--- config.mk ---
export PLATFORM = sky130hd
export DESIGN_NAME = attr_ram_writer
export DESIGN_NICKNAME = d
export VERILOG_FILES = /design/src/rtl/lcd_text_pkg.sv /design/src/rtl/attr_cursor.sv /design/src/rtl/attr_ram_writer.sv
export SDC_FILE = /design/constraint.sdc
export NUM_CORES = 1
export LEC_CHECK = 0
export ABC_AREA = 1
export CORE_MARGIN = 4
export CORE_UTILIZATION = 40
export DETAILED_ROUTE_END_ITERATION = 12
export HOLD_SLACK_MARGIN = 0.05
export SLEW_MARGIN = 20
export SYNTH_ARGS = -nofsm -noshare
export SYNTH_HDL_FRONTEND = slang
export SYNTH_SLANG_ARGS = --single-unit
--- constraint.sdc ---
create_clock -name clk -period 5.38 [get_ports clk]
set_input_delay 1.345 -clock clk [delete_from_list [all_inputs] [get_ports clk]]
set_output_delay 1.345 -clock clk [all_outputs]
set_load 0.01 [all_outputs]
--- src/rtl/lcd_text_pkg.sv ---
// Shared definitions for the LCD text/attribute write path.
// Holds the command opcodes, controller states and default geometry.
package lcd_text_pkg;

  localparam int ADDR_W   = 10;
  localparam int DEF_COLS = 32;
  localparam int DEF_ROWS = 32;

  localparam logic [1:0] OP_SET_POS = 2'd0;
  localparam logic [1:0] OP_WRITE   = 2'd1;
  localparam logic [1:0] OP_FILL    = 2'd2;
  localparam logic [1:0] OP_NEWLINE = 2'd3;

  typedef enum logic [1:0] {
    INIT_FILL = 2'd0,
    IDLE      = 2'd1,
    FILL      = 2'd2
  } state_t;

endpackage

--- src/rtl/attr_cursor.sv ---
// Text cursor: row, col and the matching linear address, kept in step without a divider.
// Priority is clear > set > increment > newline; only one is ever requested per cycle.
module attr_cursor
  import lcd_text_pkg::*;
#(
  parameter int COLS = DEF_COLS,
  parameter int ROWS = DEF_ROWS
) (
  input  logic              clk,
  input  logic              rst_n,
  input  logic              clr,
  input  logic              inc,
  input  logic              nl,
  input  logic              set,
  input  logic [4:0]        set_row,
  input  logic [4:0]        set_col,
  output logic [ADDR_W-1:0] cur_addr
);

  localparam logic [4:0]        ROW_MAX  = 5'(ROWS - 1);
  localparam logic [4:0]        COL_MAX  = 5'(COLS - 1);
  localparam logic [ADDR_W-1:0] ADDR_MAX = ADDR_W'(COLS * ROWS - 1);
  localparam logic [ADDR_W-1:0] COLS_A   = ADDR_W'(COLS);

  logic [4:0]        row, col;
  logic [4:0]        row_c, col_c;
  logic [ADDR_W-1:0] set_addr;

  always_comb begin
    row_c    = (set_row < ROW_MAX) ? set_row : ROW_MAX;
    col_c    = (set_col < COL_MAX) ? set_col : COL_MAX;
    set_addr = ADDR_W'(row_c * COLS) + ADDR_W'(col_c);
  end

  always_ff @(posedge clk or negedge rst_n) begin
    if (!rst_n) begin
      row      <= '0;
      col      <= '0;
      cur_addr <= '0;
    end else if (clr) begin
      row      <= '0;
      col      <= '0;
      cur_addr <= '0;
    end else if (set) begin
      row      <= row_c;
      col      <= col_c;
      cur_addr <= set_addr;
    end else if (inc) begin
      if (col == COL_MAX) begin
        col <= '0;
        row <= (row == ROW_MAX) ? 5'd0 : row + 5'd1;
      end else begin
        col <= col + 5'd1;
      end
      cur_addr <= (cur_addr == ADDR_MAX) ? '0 : cur_addr + ADDR_W'(1);
    end else if (nl) begin
      col <= '0;
      if (row == ROW_MAX) begin
        row      <= '0;
        cur_addr <= '0;
      end else begin
        // Back up to column 0 of this row, then step one full row forward.
        row      <= row + 5'd1;
        cur_addr <= cur_addr - ADDR_W'(col) + COLS_A;
      end
    end
  end

endmodule

--- src/rtl/attr_ram_writer.sv ---
// Write-side controller for the LCD attribute RAM: clears the screen after reset,
// then turns host commands (position, write, newline, fill) into registered RAM writes.
module attr_ram_writer
  import lcd_text_pkg::*;
#(
  parameter int         COLS      = DEF_COLS,
  parameter int         ROWS      = DEF_ROWS,
  parameter logic [7:0] INIT_ATTR = 8'h07
) (
  input  logic              clk,
  input  logic              rst_n,
  input  logic              cmd_valid,
  output logic              cmd_ready,
  input  logic [1:0]        cmd_op,
  input  logic [9:0]        cmd_data,
  output logic [ADDR_W-1:0] addr_w,
  output logic [7:0]        d,
  output logic              we,
  output logic              busy
);

  localparam logic [ADDR_W-1:0] LAST = ADDR_W'(COLS * ROWS - 1);

  state_t            state, state_n;
  logic [ADDR_W-1:0] fill_addr, fill_addr_n, addr_n, cur_addr;
  logic [7:0]        fill_attr, fill_attr_n, d_n;
  logic              we_n, busy_n, ready_n;
  logic              cur_clr, cur_inc, cur_nl, cur_set;
  logic              accept;

  assign accept = cmd_valid && cmd_ready;

  always_comb begin
    state_n     = state;
    fill_addr_n = fill_addr;
    fill_attr_n = fill_attr;
    addr_n      = addr_w;
    d_n         = d;
    we_n        = 1'b0;
    busy_n      = busy;
    ready_n     = cmd_ready;
    cur_clr     = 1'b0;
    cur_inc     = 1'b0;
    cur_nl      = 1'b0;
    cur_set     = 1'b0;
    unique case (state)
      INIT_FILL, FILL: begin
        we_n    = 1'b1;
        addr_n  = fill_addr;
        d_n     = (state == FILL) ? fill_attr : INIT_ATTR;
        busy_n  = 1'b1;
        ready_n = 1'b0;
        if (fill_addr == LAST) begin
          state_n     = IDLE;
          fill_addr_n = '0;
          cur_clr     = 1'b1;
        end else begin
          fill_addr_n = fill_addr + ADDR_W'(1);
        end
      end
      IDLE: begin
        // busy/cmd_ready settle one cycle after the last fill write.
        busy_n  = 1'b0;
        ready_n = 1'b1;
        if (accept) begin
          case (cmd_op)
            OP_WRITE: begin
              we_n    = 1'b1;
              addr_n  = cur_addr;
              d_n     = cmd_data[7:0];
              cur_inc = 1'b1;
            end
            OP_SET_POS: cur_set = 1'b1;
            OP_NEWLINE: cur_nl  = 1'b1;
            OP_FILL: begin
              state_n     = FILL;
              fill_attr_n = cmd_data[7:0];
              fill_addr_n = '0;
              busy_n      = 1'b1;
              ready_n     = 1'b0;
            end
            default: ;
          endcase
        end
      end
      default: state_n = INIT_FILL;
    endcase
  end

  always_ff @(posedge clk or negedge rst_n) begin
    if (!rst_n) begin
      state     <= INIT_FILL;
      fill_addr <= '0;
      fill_attr <= '0;
      we        <= 1'b0;
      addr_w    <= '0;
      d         <= '0;
      busy      <= 1'b1;
      cmd_ready <= 1'b0;
    end else begin
      state     <= state_n;
      fill_addr <= fill_addr_n;
      fill_attr <= fill_attr_n;
      we        <= we_n;
      addr_w    <= addr_n;
      d         <= d_n;
      busy      <= busy_n;
      cmd_ready <= ready_n;
    end
  end

  attr_cursor #(
    .COLS(COLS),
    .ROWS(ROWS)
  ) u_cursor (
    .clk     (clk),
    .rst_n   (rst_n),
    .clr     (cur_clr),
    .inc     (cur_inc),
    .nl      (cur_nl),
    .set     (cur_set),
    .set_row (cmd_data[9:5]),
    .set_col (cmd_data[4:0]),
    .cur_addr(cur_addr)
  );

endmodule

==> results.py <==
metrics = {
    "outcome": {
        "status": "finished, final reports clean",
    },
    "timing": {
        "fin_crit_ns": 2.786,
        "slew_viol_final": 0,
        "final.setup.tns_ns": 0,
        "clock_skew_ns": 0.006660,
        "relSlewSlack_pct": 46.20,
        "worst_pin_slew_ns": 0.8069,
        "final-hold-violation-count": 0,
        "rsz0062_at_grt": "no",
        "min_period_over_period_pct": 51.79,
        "setup_violations": 0,
        "max_freq_ghz": 0.3589,
    },
    "setup_path": {
        "required_ns": 5.60,
        "arrival_ns": 3.01,
        "crit_family": "simple AND/OR/NAND/NOR gates",
        "cp_slowest_cell": "clkdlybuf4s50_1",
        "cp_num_cells": 7,
        "crit_type": "input port to flop",
        "crit_path_cell_trace": "clkdlybuf4s50_1 > nand2_2 > nor2_8 > nand2_2 > o21ai_0 > o21bai_1 > nand2_1",
        "reg2regPathDepth": 11,
        "reg2reg_setup_slack_ns": 3.18,
        "path_max_fanout": 24,
        "setup.worst_path.start": "cmd_valid",
        "r2r_start": "u_cursor.cur_addr[1]",
        "endpoint_kind": "flop",
        "crit_end": "u_cursor.cur_addr[2]",
        "crit_buf_inv": 1,
        "cpPeakStageDelay_ns": 0.48,
        "r2r-end": "u_cursor.cur_addr[7]",
        "crit_top_cell": "nand2_2",
        "cp-start-kind": "input port",
    },
    "floorplanning": {
        "row_count": 35,
        "start_util_pct": 41.08,
        "core_area_um2": 9240,
        "die_area_um2": 11110,
        "die_w_um": 105.4,
        "ios": 36,
        "die_h_um": 105.4,
    },
    "power_and_ir_drop": {
        "ir_worst_vdd_mv": 0.2612,
        "power.density_nw_per_um2": 534.4,
        "finalPower_mw": 2.376,
        "leakagePower_nw": 2.145,
    },
    "finish": {
        "drive_gt1_share_pct": 9.924,
        "final_nets": 558,
        "final_common_cell": "nand2_1",
        "final_core_util_pct": 48.12,
        "layout_common_cells": "132 x nand2_1, 60 x dfrtp_1, 47 x inv_1, 47 x nand3_1, 45 x nor2_1",
        "antenna_cells": 0,
        "final_cells": 653,
        "area_growth_pct": 17.14,
        "num-fill-cells": 916,
        "fin_area_um2": 4447,
    },
    "clocking": {
        "insertion_delay_ns": 0.34,
        "htreeDepth": 3,
        "clk_pin_slew_ns": 0.07,
        "cts_made_buffers": 9,
        "clock-root-buffer": "clkbuf_8",
        "clock_path_buffers": 2,
        "clock-sinks": 61,
        "cts_tree": "done",
        "cts_hold_buf": 0,
        "cts_setup_buffers": 0,
        "cts_resized": 0,
    },
    "logic_synthesis": {
        "yosysUniqueCellTypes": 42,
        "ys_ff_latch": 61,
        "synth.net_count": 521,
        "yosysSeqAreaShare_pct": 40.24,
        "synthCells": 483,
        "syn_avg_cell_area_um2": 7.860,
        "synth_warnings": 0,
        "syn_area_um2": 3796,
    },
    "drt": {
        "routedWlPerCell_um": 14.39,
        "drt_wl_total_um": 9399,
        "drtAntennaViolNets": 0,
        "dr.pass1.iters": 4,
        "vias": 3305,
        "first_iter_violations": 173,
        "post-route-drc-count": 0,
        "viasPerCell": 5.061,
    },
    "placement": {
        "port_buffers": 35,
        "dp_cells": 638,
        "finalWeightedCongestion": 0.8897,
        "dp_hpwl_um": 6993,
        "place_area_um2": 4248,
    },
    "grt": {
        "grt_pass1_vias": 3315,
        "grt_max_degree": 62,
        "grt_pass1_wl_um": 16130,
        "grt_overflow": 0,
        "antenna_found_initial": 0,
        "track_usage_pct": 17.95,
    },
    "run": {
        "cap_violations": 0,
    },
    "hold_path": {
        "hold_path_class": "flop to flop",
    },
}
flip-flops by register name (all words and copies together), names as in the netlist, 2 cells and up:
name / cells
addr_w: 10
fill_addr: 10
u_cursor.cur_addr: 10
d: 8
fill_attr: 8
u_cursor.col: 5
u_cursor.row: 5
state: 2
report_power, final:
part,switching (mW),total (mW),leakage [nW],internal [mW]
clock,0.181,0.416,0.101,0.235
combinational,0.625,1.14,1.26,0.513
sequential,0.188,0.823,0.783,0.635
per-layer routing:
layer  vias to the layer above  wire, µm  track usage [%]
met4                         0       130            5.061
met3                        12       341            3.613
met2                        81      4341            28.64
li1                       1661         -                -
met5                         -         0                0
met1                      1551      4586            24.71
layout make-up:
| cell class | instances | area (µm²) | area share, % |
|---|---|---|---|
| multi-input combinational | 359 | 2004 | 45.08 |
| clock buffer | 11 | 151.4 | 3.405 |
| sequential | 61 | 1528 | 34.36 |
| clock inverter | 4 | 47.55 | 1.069 |
| timing repair buffer | 36 | 352.8 | 7.935 |
| tap | 129 | 161.4 | 3.630 |
| inverter | 53 | 201.4 | 4.530 |
tightest hold or removal path, cell delays in order, from the launching register on:
cell,delay (ns)
dfrtp_1,0.35
nand2_1,0.05
nand2_1,0.05
worst min path at each step:
stage          depth (start not counted)  slack (ns)         endpoint       startpoint
2_1_floorplan                          2        0.44  u_cursor.row[3]  u_cursor.row[3]
3_3_place_gp                           2        0.46  u_cursor.row[3]  u_cursor.row[3]
3_5_place_dp                           2        0.46  u_cursor.row[3]  u_cursor.row[3]
4_1_cts                                2        0.48  u_cursor.row[3]  u_cursor.row[3]
5_1_grt                                2        0.52     fill_attr[4]     fill_attr[4]
6_report                               2        0.48  u_cursor.row[3]  u_cursor.row[3]
cells in the mapped netlist (all sizes together):
master	n	share of area [%]
nand3	49	6.9
nor3	1	0.13
clkinv	1	0.099
clkbuf	1	0.099
mux2	3	0.89
fa	1	0.53
or2	2	0.33
ha	22	7.3
a22oi	1	0.20
o21ai	27	3.7
dfstp	1	0.69
nand3b	3	0.59
xor2	7	1.6
o22ai	7	1.2
inv	52	5.2
nor2	50	5.9
o21bai	2	0.40
nand2	147	17
nand4	2	0.33
xnor2	4	0.92
a31oi	15	2.5
o31ai	4	0.79
o221ai	3	0.69
dfrtp	60	40
buf	9	1.5
a21oi	9	1.5
stage by stage:
stage / worst slack (ns) / hold WS [ns]
after floorplan: 3.115 / 0.4419
after global placement: 2.327 / 0.4595
after detailed placement: 2.278 / 0.4635
after CTS: 2.595 / 0.4802
after global routing: 2.457 / 0.5165
final: 2.594 / 0.4824
cells by family (layout without fill, tap and decap cells):
family | count (synthesis) | count (layout) | share of synthesized area [%]
AO/OA/AOI/OAI | 68 | 68 | 10.84
XOR/XNOR | 11 | 11 | 2.538
adder cells (fa/ha/maj) | 23 | 23 | 7.778
buffers and inverters | 63 | 104 | 6.954
flip-flops | 61 | 61 | 40.24
multiplexers | 3 | 3 | 0.8899
AND/OR/NAND/NOR | 254 | 254 | 30.75
Note: power is estimated with default switching activity, not from simulation.
